[config.mk]
export PLATFORM = sky130hd
export DESIGN_NAME = module_timer_arb
export DESIGN_NICKNAME = d
export VERILOG_FILES = /design/src/rtl/module_timer_arb.sv
export SDC_FILE = /design/constraint.sdc
export NUM_CORES = 1
export LEC_CHECK = 0
export BUFFER_PORTS_ARGS = -buffer_cell sky130_fd_sc_hd__buf_2
export CELL_PAD_IN_SITES_DETAIL_PLACEMENT = 0
export CELL_PAD_IN_SITES_GLOBAL_PLACEMENT = 1
export CORE_UTILIZATION = 34
export DETAILED_ROUTE_END_ITERATION = 7
export HOLD_SLACK_MARGIN = 0.05
export PLACE_DENSITY_LB_ADDON = 0.15
export SLEW_MARGIN = 20
export SYNTH_ARGS = -nofsm -noshare
export SYNTH_HDL_FRONTEND = slang
export SYNTH_SLANG_ARGS = --single-unit
[constraint.sdc]
create_clock -name clk -period 3.7 [get_ports clk]
set_clock_uncertainty 0.2 [all_clocks]
set_input_delay 0.74 -clock clk [delete_from_list [all_inputs] [get_ports clk]]
set_output_delay 0.74 -clock clk [all_outputs]
set_load 0.01 [all_outputs]
[src/rtl/module_timer_arb.sv]
// Round-robin arbiter that lends one shared W-bit interval counter to NREQ requesters.
// Define TIMER_ARB_FIXED_PRIO_EN to replace round-robin with fixed lowest-index priority.
module module_timer_arb #(
    parameter int NREQ = 4,
    parameter int W    = 24
) (
    input  logic                clk,
    input  logic                rst,
    input  logic [NREQ-1:0]     req,
    input  logic [NREQ*W-1:0]   ncycles,
    output logic [NREQ-1:0]     grant,
    output logic [NREQ-1:0]     done,
    output logic                busy,
    output logic [W-1:0]        cuenta
);

    localparam int IW = (NREQ > 1) ? $clog2(NREQ) : 1;
    localparam logic [W-1:0]    ONE_W     = {{(W-1){1'b0}}, 1'b1};
    localparam logic [NREQ-1:0] ONE_HOT_0 = {{(NREQ-1){1'b0}}, 1'b1};

    typedef enum logic [1:0] {
        ST_IDLE  = 2'd0,
        ST_COUNT = 2'd1,
        ST_DONE  = 2'd2
    } state_t;

    state_t          state_r;
    logic [IW-1:0]   owner_r;
    logic [W-1:0]    nlat_m1_r;
    logic [IW-1:0]   winner_s;
    logic            found_s;
    logic [W-1:0]    slice_s;
`ifndef TIMER_ARB_FIXED_PRIO_EN
    logic [IW-1:0]   last_r;
`endif

    // Winner selection among pending requests.
    always_comb begin
        winner_s = '0;
        found_s  = 1'b0;
`ifdef TIMER_ARB_FIXED_PRIO_EN
        for (int k = NREQ - 1; k >= 0; k--) begin
            if (req[k]) begin
                winner_s = IW'(k);
                found_s  = 1'b1;
            end else begin
                found_s  = found_s;
            end
        end
`else
        // Search starts just after the previous owner so it goes to the back of the line.
        for (int k = NREQ; k >= 1; k--) begin
            if (req[(int'(last_r) + k) % NREQ]) begin
                winner_s = IW'((int'(last_r) + k) % NREQ);
                found_s  = 1'b1;
            end else begin
                found_s  = found_s;
            end
        end
`endif
    end

    // Interval sampled from the winner's slice at grant time.
    always_comb begin
        slice_s = ncycles[int'(winner_s)*W +: W];
    end

    // Arbitration / counting sequencer with registered outputs.
    always_ff @(posedge clk) begin
        if (rst) begin
            state_r   <= ST_IDLE;
            grant     <= '0;
            done      <= '0;
            busy      <= 1'b0;
            cuenta    <= '0;
            owner_r   <= '0;
            nlat_m1_r <= '0;
`ifndef TIMER_ARB_FIXED_PRIO_EN
            last_r    <= IW'(NREQ - 1);
`endif
        end else begin
            case (state_r)
                ST_IDLE: begin
                    done   <= '0;
                    cuenta <= '0;
                    if (found_s) begin
                        grant   <= ONE_HOT_0 << winner_s;
                        busy    <= 1'b1;
                        owner_r <= winner_s;
                        // A zero interval is treated as one cycle, so Nlat-1 never underflows.
                        nlat_m1_r <= (slice_s == '0) ? '0 : (slice_s - ONE_W);
`ifndef TIMER_ARB_FIXED_PRIO_EN
                        last_r  <= winner_s;
`endif
                        state_r <= ST_COUNT;
                    end else begin
                        grant   <= '0;
                        busy    <= 1'b0;
                        state_r <= ST_IDLE;
                    end
                end
                ST_COUNT: begin
                    // Abort outranks expiry on the same edge.
                    if (!req[owner_r]) begin
                        grant   <= '0;
                        done    <= '0;
                        busy    <= 1'b0;
                        cuenta  <= '0;
                        state_r <= ST_IDLE;
                    end else if (cuenta >= nlat_m1_r) begin
                        cuenta  <= '0;
                        done    <= grant;
                        state_r <= ST_DONE;
                    end else begin
                        cuenta  <= cuenta + ONE_W;
                        state_r <= ST_COUNT;
                    end
                end
                ST_DONE: begin
                    grant   <= '0;
                    done    <= '0;
                    busy    <= 1'b0;
                    cuenta  <= '0;
                    state_r <= ST_IDLE;
                end
                default: begin
                    grant   <= '0;
                    done    <= '0;
                    busy    <= 1'b0;
                    cuenta  <= '0;
                    state_r <= ST_IDLE;
                end
            endcase
        end
    end

endmodule

==> results of run 1 <==
-- per-layer routing --
metal | GRT usage, % | wire length (um)
met1 | 24.05 | 5398
met2 | 30.53 | 5186
met3 | 3.666 | 600
met4 | 6.667 | 198
met5 | 0 | 0
-- worst register-to-register path, delay by kind of cell, from the launching register on --
| kind | cells | cell delay [ns] |
|---|---|---|
| simple gates | 5 | 1.53 |
| mux | 1 | 0.52 |
| flops | 1 | 0.37 |
| compound gates | 2 | 0.20 |
| buf+inv | 1 | 0.16 |
| xor+xnor | 1 | 0.15 |
-- sequential cells by signal, summed over array words and instances, names as in the netlist --
register   count
nlat_m1_r     24
done           4
cuenta        24
state_r        2
owner_r        2
busy           1
last_r         2
grant          4
-- worst paths after layout --
path | end | slack, ns | depth (start not counted)
max | nlat_m1_r[21]$_SDFFE_PP0P_ | 0.29 | 10
min | nlat_m1_r[22]$_SDFFE_PP0P_ | 0.25 | 2
max reg2reg | nlat_m1_r[21]$_SDFFE_PP0P_ | 0.46 | 10
min reg2reg | nlat_m1_r[22]$_SDFFE_PP0P_ | 0.25 | 2
-- layout make-up --
class | count | share of cell area (%)
Clock buffer | 14 | 4.992
Clock inverter | 2 | 0.2199
Inverter | 39 | 2.573
Multi-Input combinational cell | 392 | 48.76
Sequential cell | 63 | 22.17
Tap cell | 168 | 3.695
Timing Repair Buffer | 173 | 17.59
-- per-stage QoR --
stage               util (%)  area (um^2)  setup WS (ns)  power, mW   TNS, ns
finish                 46.97         5689         0.2927      2.395         0
global route           46.97         5689        0.06649      2.549         0
CTS                    46.96         5688         0.2839      2.426         0
detailed placement     44.51         5391       -0.05898      1.605   -0.6893
global placement       44.51         5391       -0.03842      1.591  -0.08548
floorplan                  -         4279        0.02413      1.303         0
-- logic make-up (layout without fill, tap and decap cells) --
family	after synthesis	after routing	share of synthesized area, %
adder cells (fa/ha/maj)	27	27	7.946
flip-flops	63	63	29.66
XOR/XNOR	42	42	8.652
AND/OR/NAND/NOR	211	211	24.13
multiplexers	27	27	11.09
AO/OA/AOI/OAI	85	85	12.98
buffers and inverters	60	228	5.533
-- cells in the final DEF, fill, tap and decap left out, drive strengths merged, types with 9 or more instances in the layout --
master  count
mux2i      10
nand4      10
ha         27
buf       173
clkbuf     14
xor2       17
xnor2      25
dfxtp      63
mux4       16
o21ai      39
nand3      22
and3       10
inv        39
nor2       67
nand2      56
a21o        9
-- power by group through the flow --
stage	logic, mW	registers [mW]	clock network, mW
floorplan	0.509	0.793	0
global placement	0.789	0.801	0
detailed placement	0.801	0.804	0
CTS	0.804	0.789	0.833
global route	0.887	0.799	0.863
finish	0.794	0.789	0.812
-- repair_timing --
| item | 4_1_cts | 5_1_grt |
|---|---|---|
| endpoints found under the hold margin | 0 | 0 |
| endpoints found under the setup margin | 0 | 2 |
| resized for setup | 0 | 1 |
| hold buffers | 0 | 0 |
==> results.toml, run 1 <==
[clock_network]
cts_tree = "yes"
numCtsBuffers = 9
clock_sinks = 63
cts_setup_buffers = 0
htreeDepth = 3
root_buffer = "clkbuf_16"
clock_path_buffers = 2
clkLatencyLatePin_ns = 0.32
clk_pin_slew_ns = 0.05

[min_path]
hold_path_class = "register to register"
min_from = "nlat_m1_r[22]$_SDFFE_PP0P_"

[routing]
drt-wirelength-per-cell_um = 13.38
drc_errors = 0
ant_nets = 0
wl_um = 11380
dr.first_iter.drc_count = 146
first_pass_iters = 4
vias = 4094
via_per_inst = 4.811

[die]
initial_core_util_pct = 35.10
die_y_um = 113.8
fp.dieW_um = 113.8
dieArea_um2 = 12960
num_io_pins = 135
core_area_um2 = 12110
std_cell_rows = 40

[sta]
period_minus_slack_ns = 3.407
finalSetupViolCount = 0
worst_slew_pin_slew_ns = 0.6284
fmax_mhz = 293.5
period_share_pct = 92.09
maxSlewViolCount = 0
rsz0062_at_grt = "false"
finalHoldViolCount = 0
whs_ns = 0.2473
max-slew-margin-rel_pct = 57.96

[power_and_ir_drop]
p_leak_nw = 2.570
combPwrFrac_pct = 33.2
p_per_area_nw_per_um2 = 420.9
clkPwrFrac_pct = 33.9
p_sw_uw = 732.2
ir_worst_vdd_mv = 0.2102
power_frac_seq_pct = 32.9
swShare_pct = 30.58
internal_power_mw = 1.662

[synthesis]
synth.area.top_cells = "dfxtp_1 30%, mux4_2 8.5%, ha_1 7.9%"
synth_edf_count = 0
async_flop_share_pct = 0
postSynthAreaPerCell_um2 = 8.255
synth_top_area_cell = "dfxtp_1"
synth_cells = 515
synth_warnings = 0
synth_flop_cell = "dfxtp_1"
synth_top_area_share_pct = 29.66
synth.most_common_cell = "nor2_1"
synth_cell_types = 60
synth_area_um2 = 4252
synth-seq-cells = 63
synth_common_cells = "66 x nor2_1, 63 x dfxtp_1, 56 x nand2_1"
syn_nets = 644
yosysSeqAreaShare_pct = 29.66

[critical_path]
worstSetupEndpointType = "register"
cp-start-kind = "input port"
crit_buf_inv = 2
cp_max_fo = 13
regToRegStartpoint = "last_r[0]$_SDFFE_PP1P_"
critical_path.startpoint = "req[1]"
arrival_ns = 3.42
crit_type = "input port to register"
crit_path_top_delay_cell = "or4_4"
crit_family = "simple AND/OR/NAND/NOR gates"
crit_path_cell_trace = "buf_2, o21ai_0, and3_1, buf_12, mux4_2, or4_4, or3_4, nor4b_2, xnor2_1, o21ai_1"
crit_required_ns = 3.71
max_stage_delay_ns = 0.55

[grt]
grt_max_degree = 28
grt_pass1_vias = 4057
grt_first_pass_wirelength_um = 19130
grt_use_total_pct = 18.52
grt-ovfl-total = 0
grt_antenna_before_repair = 0

[status]
status = "complete, no violations"

[finish]
final_nets = 807
drive_above_1_share_pct = 31.63
fin_cells = 851
filler_cell_count = 1286
area_growth_pct = 33.81
diodes = 0
multi_input_area_um2 = 2774
register_area_um2 = 1261

[flow_run]
maxCapViolations = 0

[placement]
io_buffers = 134
place_hpwl_um = 9604
place_inst = 835
gp_congestion = 0.8028
No activity file was read; power rests on OpenSTA's default activity.
==> run 2: changes to the inputs <==
--- a/config.mk
+++ b/config.mk
@@ -8,7 +8,8 @@
 export BUFFER_PORTS_ARGS = -buffer_cell sky130_fd_sc_hd__buf_2
 export CELL_PAD_IN_SITES_DETAIL_PLACEMENT = 0
 export CELL_PAD_IN_SITES_GLOBAL_PLACEMENT = 1
-export CORE_UTILIZATION = 34
+export CORE_UTILIZATION = 30
+export CTS_BUF_LIST = sky130_fd_sc_hd__clkbuf_8
 export DETAILED_ROUTE_END_ITERATION = 7
 export HOLD_SLACK_MARGIN = 0.05
 export PLACE_DENSITY_LB_ADDON = 0.15
==> results.toml, run 2 (synthesis gave the netlist of run 1 again) <==
[sta]
worst_slew_pin_slew_ns = 0.5535
maxSlewViolCount = 0
finalHoldViolCount = 0
period_minus_slack_ns = 3.455
period_share_pct = 93.37
fmax_mhz = 289.5
setup_slack_ns = 0.2452
finalSetupViolCount = 0
max-slew-margin-rel_pct = 62.96
rsz0062_at_grt = "false"

[critical_path]
crit_buf_inv = 2
regToRegStartpoint = "last_r[0]$_SDFFE_PP1P_"
cp_max_fo = 12
crit_cells = 10
arrival_ns = 3.48
cp-start-kind = "input port"
crit_path_cell_trace = "buf_2, o21ai_0, and3_1, buf_12, mux4_2, or4_4, or3_4, nor4b_2, xnor2_1, o21ai_1"
max_stage_delay_ns = 0.55
crit_type = "input port to register"
crit_required_ns = 3.73
worstSetupEndpointType = "register"
worst-r2r-cell-count = 10
crit_family = "simple AND/OR/NAND/NOR gates"
r2r-end = "nlat_m1_r[21]$_SDFFE_PP0P_"
crit_path_top_delay_cell = "or4_4"
ff2ff_setup_slack_ns = 0.40

[grt]
grt_use_total_pct = 16.23
grt_antenna_before_repair = 0
grt_max_degree = 28
grt-ovfl-total = 0
grt_first_pass_wirelength_um = 18670
grt_pass1_vias = 3865

[routing]
via_per_inst = 4.739
vias = 4090
dr.first_iter.drc_count = 208
first_pass_iters = 6
drc_errors = 0
wl_um = 11450
drt-wirelength-per-cell_um = 13.27
ant_nets = 0

[power_and_ir_drop]
p_leak_nw = 2.538
finalPower_mw = 2.078
p_per_area_nw_per_um2 = 371.3
ir_worst_vdd_mv = 0.1442

[finish]
register_area_um2 = 1261
final_nets = 808
final_cell_mix = "134 x buf_2, 66 x nor2_1, 63 x dfxtp_1"
layout_commonest_cell = "buf_2"
final_core_util_pct = 40.48
area_growth_pct = 31.64
diodes = 0
multi_input_area_um2 = 2773
top_regs = "cuenta (24), nlat_m1_r (24)"
filler_cell_count = 1462
drive_above_1_share_pct = 31.19

[placement]
gp_congestion = 0.8119
io_buffers = 134
place_ws_ns = -0.1201
place_hpwl_um = 9793

[clock_network]
htreeDepth = 3
clock_path_buffers = 2
cts_tree = "yes"
post_cts_resized = 0
clock_sinks = 63
clkLatencyLatePin_ns = 0.34
cts_setup_buffers = 0
numCtsBuffers = 9
hold_buffers = 0
clk_pin_slew_ns = 0.06
root_buffer = "clkbuf_8"

[min_path]
holdPathEnd = "nlat_m1_r[19]$_SDFFE_PP0P_"
hold_depth = 2
hold_path_class = "register to register"
min_from = "nlat_m1_r[19]$_SDFFE_PP0P_"

[die]
initial_core_util_pct = 30.75
num_io_pins = 135
std_cell_rows = 43
core_area_um2 = 13830
fp.dieW_um = 121.0
dieArea_um2 = 14650
die_y_um = 121.0

[status]
status = "complete, no violations"

[flow_run]
maxCapViolations = 0
[run 2: cell types whose count changed in the layout (fill, tap and decap cells not counted), sizes merged]
cell / delta
inv: +4
clkbuf: -4
buf: +1
clkinvlp: -1
[run 2: worst register-to-register path, cell delays in order (launching register included)]
cell      delay (ns)
dfxtp_1         0.36
nand2b_1        0.15
a21bo_1         0.13
and3_1          0.22
buf_12          0.17
mux4_2          0.53
or4_4           0.55
or3_4           0.35
nor4b_2         0.29
xnor2_1         0.15
o21ai_1         0.08
[run 2: cell type report]
class	count	share of cell area (%)
multi-input combinational	392	49.54
sequential	63	22.54
timing repair buffer	174	18.47
tap	180	4.024
inverter	39	2.616
clock buffer	10	2.459
clock inverter	5	0.3577
[run 2: layer usage]
metal | share of wire (%) | wire length (um) | GRT usage (%)
met4 | 1.0 | 119 | 5.093
met1 | 48 | 5522 | 21.45
met2 | 46 | 5227 | 25.96
met5 | 0 | 0 | 0
met3 | 5.1 | 584 | 3.853
[run 2: worst max path at each step]
| stage | end | from | slack (ns) |
|---|---|---|---|
| global placement | nlat_m1_r[21]$_SDFFE_PP0P_ | req[1] | -0.03 |
| detailed placement | nlat_m1_r[21]$_SDFFE_PP0P_ | req[1] | -0.12 |
| CTS | nlat_m1_r[21]$_SDFFE_PP0P_ | req[1] | 0.26 |
| floorplan | nlat_m1_r[12]$_SDFFE_PP0P_ | req[2] | 0.02 |
| global route | nlat_m1_r[12]$_SDFFE_PP0P_ | req[0] | 0.06 |
| finish | nlat_m1_r[21]$_SDFFE_PP0P_ | req[1] | 0.25 |
[run 2: where the power goes]
group          leakage [nW]  total, mW  internal, mW  switching (mW)
logic                  1.93      0.804         0.397           0.407
clock network        0.0971      0.489         0.246           0.242
registers             0.515      0.785         0.746          0.0387
[run 2: through the flow]
stage / std cells / area, um^2 / setup TNS [ns] / hold slack, ns
after floorplan: 515 / 4279 / 0 / 0.2254
after global placement: 848 / 5439 / -0.1168 / 0.2331
after detailed placement: 848 / 5439 / -0.8889 / 0.2396
after CTS: 863 / 5597 / 0 / 0.2481
after global routing: 863 / 5597 / 0 / 0.2625
final: 863 / 5597 / 0 / 0.2439
==> run 3: changes to the inputs <==
--- a/config.mk
+++ b/config.mk
@@ -5,7 +5,7 @@
 export SDC_FILE = /design/constraint.sdc
 export NUM_CORES = 1
 export LEC_CHECK = 0
-export BUFFER_PORTS_ARGS = -buffer_cell sky130_fd_sc_hd__buf_2
+export BUFFER_PORTS_ARGS = -buffer_cell sky130_fd_sc_hd__buf_4
 export CELL_PAD_IN_SITES_DETAIL_PLACEMENT = 0
 export CELL_PAD_IN_SITES_GLOBAL_PLACEMENT = 1
 export CORE_UTILIZATION = 30
@@ -13,6 +13,7 @@
 export DETAILED_ROUTE_END_ITERATION = 7
 export HOLD_SLACK_MARGIN = 0.05
 export PLACE_DENSITY_LB_ADDON = 0.15
+export REMOVE_ABC_BUFFERS = 1
 export SLEW_MARGIN = 20
 export SYNTH_ARGS = -nofsm -noshare
 export SYNTH_HDL_FRONTEND = slang
==> results.toml, run 3 (synthesis gave the netlist of run 1 again) <==
[status]
status = "complete, no violations"

[sta]
rsz0062_at_grt = "false"
maxSlewViolCount = 0
finalHoldViolCount = 0
period_share_pct = 92.69
worst_slew_pin_slew_ns = 0.5577
max-slew-margin-rel_pct = 62.68
setup_slack_ns = 0.2704
fmax_mhz = 291.6
finalSetupViolCount = 0
period_minus_slack_ns = 3.430

[finish]
layout_commonest_cell = "buf_4"
drive_above_1_share_pct = 32.02
final_core_util_pct = 42.95
top_regs = "cuenta (24), nlat_m1_r (24)"
diodes = 0
area_growth_pct = 39.67
final_nets = 811
final_cell_mix = "177 x buf_4, 66 x nor2_1, 63 x dfxtp_1"
fin_cells = 867

[critical_path]
critical_path.startpoint = "req[1]"
regToRegStartpoint = "last_r[1]$_SDFFE_PP1P_"
crit_required_ns = 3.74
cp-start-kind = "input port"
r2r-end = "nlat_m1_r[20]$_SDFFE_PP0P_"
crit_type = "input port to register"
arrival_ns = 3.47
cp_max_fo = 6
worst-r2r-cell-count = 10
ff2ff_setup_slack_ns = 0.37
worstSetupEndpointType = "register"

[die]
die_y_um = 121.0
fp.dieW_um = 121.0
num_io_pins = 135
std_cell_rows = 43
dieArea_um2 = 14650
initial_core_util_pct = 30.75
core_area_um2 = 13830

[grt]
grt-ovfl-total = 0
grt_pass1_vias = 4087
grt_antenna_before_repair = 0
grt_first_pass_wirelength_um = 20050
grt_max_degree = 25
grt_use_total_pct = 17.68

[placement]
io_buffers = 134
place_inst = 851
gp_congestion = 0.8595
place_ws_ns = -0.1065
place_hpwl_um = 10560

[routing]
via_per_inst = 4.862
vias = 4215
drt-wirelength-per-cell_um = 14.58
drc_errors = 0
wl_um = 12640
first_pass_iters = 4
ant_nets = 0
dr.first_iter.drc_count = 154

[clock_network]
root_buffer = "clkbuf_8"
clock_path_buffers = 2
clk_pin_slew_ns = 0.06
numCtsBuffers = 9
clock_sinks = 63
clkLatencyLatePin_ns = 0.36
cts_tree = "yes"
hold_buffers = 0
htreeDepth = 3

[min_path]
holdPathEnd = "nlat_m1_r[15]$_SDFFE_PP0P_"
min_from = "nlat_m1_r[15]$_SDFFE_PP0P_"
hold_path_class = "register to register"
hold_depth = 2

[flow_run]
maxCapViolations = 0

[power_and_ir_drop]
finalPower_mw = 2.250
p_per_area_nw_per_um2 = 379.0
ir_worst_vdd_mv = 0.1801
p_leak_nw = 2.620
-- run 3: where the power goes --
part / internal, mW / total, mW / switching (mW)
Sequential: 0.746 / 0.787 / 0.0411
Clock: 0.346 / 0.621 / 0.275
Combinational: 0.420 / 0.842 / 0.422
Total: 1.51 / 2.25 / 0.738
-- run 3: how the worst max path moves through the flow --
stage          cells past startpoint  slack [ns]                          to
6_report                          11        0.27  nlat_m1_r[20]$_SDFFE_PP0P_
5_1_grt                           10        0.07  nlat_m1_r[15]$_SDFFE_PP0P_
4_1_cts                           11        0.27  nlat_m1_r[17]$_SDFFE_PP0P_
3_5_place_dp                      11       -0.11  nlat_m1_r[17]$_SDFFE_PP0P_
3_3_place_gp                      11       -0.04  nlat_m1_r[12]$_SDFFE_PP0P_
2_1_floorplan                      7       -1.36  nlat_m1_r[10]$_SDFFE_PP0P_
-- run 3: layout make-up --
| type | count | area [um^2] |
|---|---|---|
| multi-input combinational | 392 | 2768 |
| clock inverter | 5 | 57.56 |
| timing repair buffer | 177 | 1329 |
| clock buffer | 11 | 151.4 |
| tap | 180 | 225.2 |
| inverter | 39 | 146.4 |
| sequential | 63 | 1261 |
| fill | 1419 | 7889 |
-- run 3: per-layer routing --
layer	GRT usage (%)	share of wire, %
met5	0	0
met2	28.93	48
met4	5.633	1.2
met3	3.900	4.2
met1	23.00	47
-- run 3: metrics by stage --
step | instance area [um^2] | TNS (ns) | hold slack, ns
floorplan | 4163 | -32.37 | 0.2254
global placement | 5723 | -0.2061 | 0.2393
detailed placement | 5723 | -1.699 | 0.2410
CTS | 5932 | 0 | 0.2504
global route | 5938 | 0 | 0.2682
finish | 5938 | 0 | 0.2468
-- run 3: critical path, cell delays in order --
cell and delay (ns):
buf_4 0.11, or3b_1 0.36, o21ai_1 0.28, nor2_2 0.06, buf_4 0.18, mux4_2 0.30, or4_4 0.55, or3_4 0.35
nor4_2 0.30, xnor2_1 0.16, o21ai_1 0.07
-- run 3: what timing repair did --
item	CTS	global route
setup buffers	0	0
setup endpoints to repair	0	1
hold endpoints to repair	0	0
resized for setup	0	1
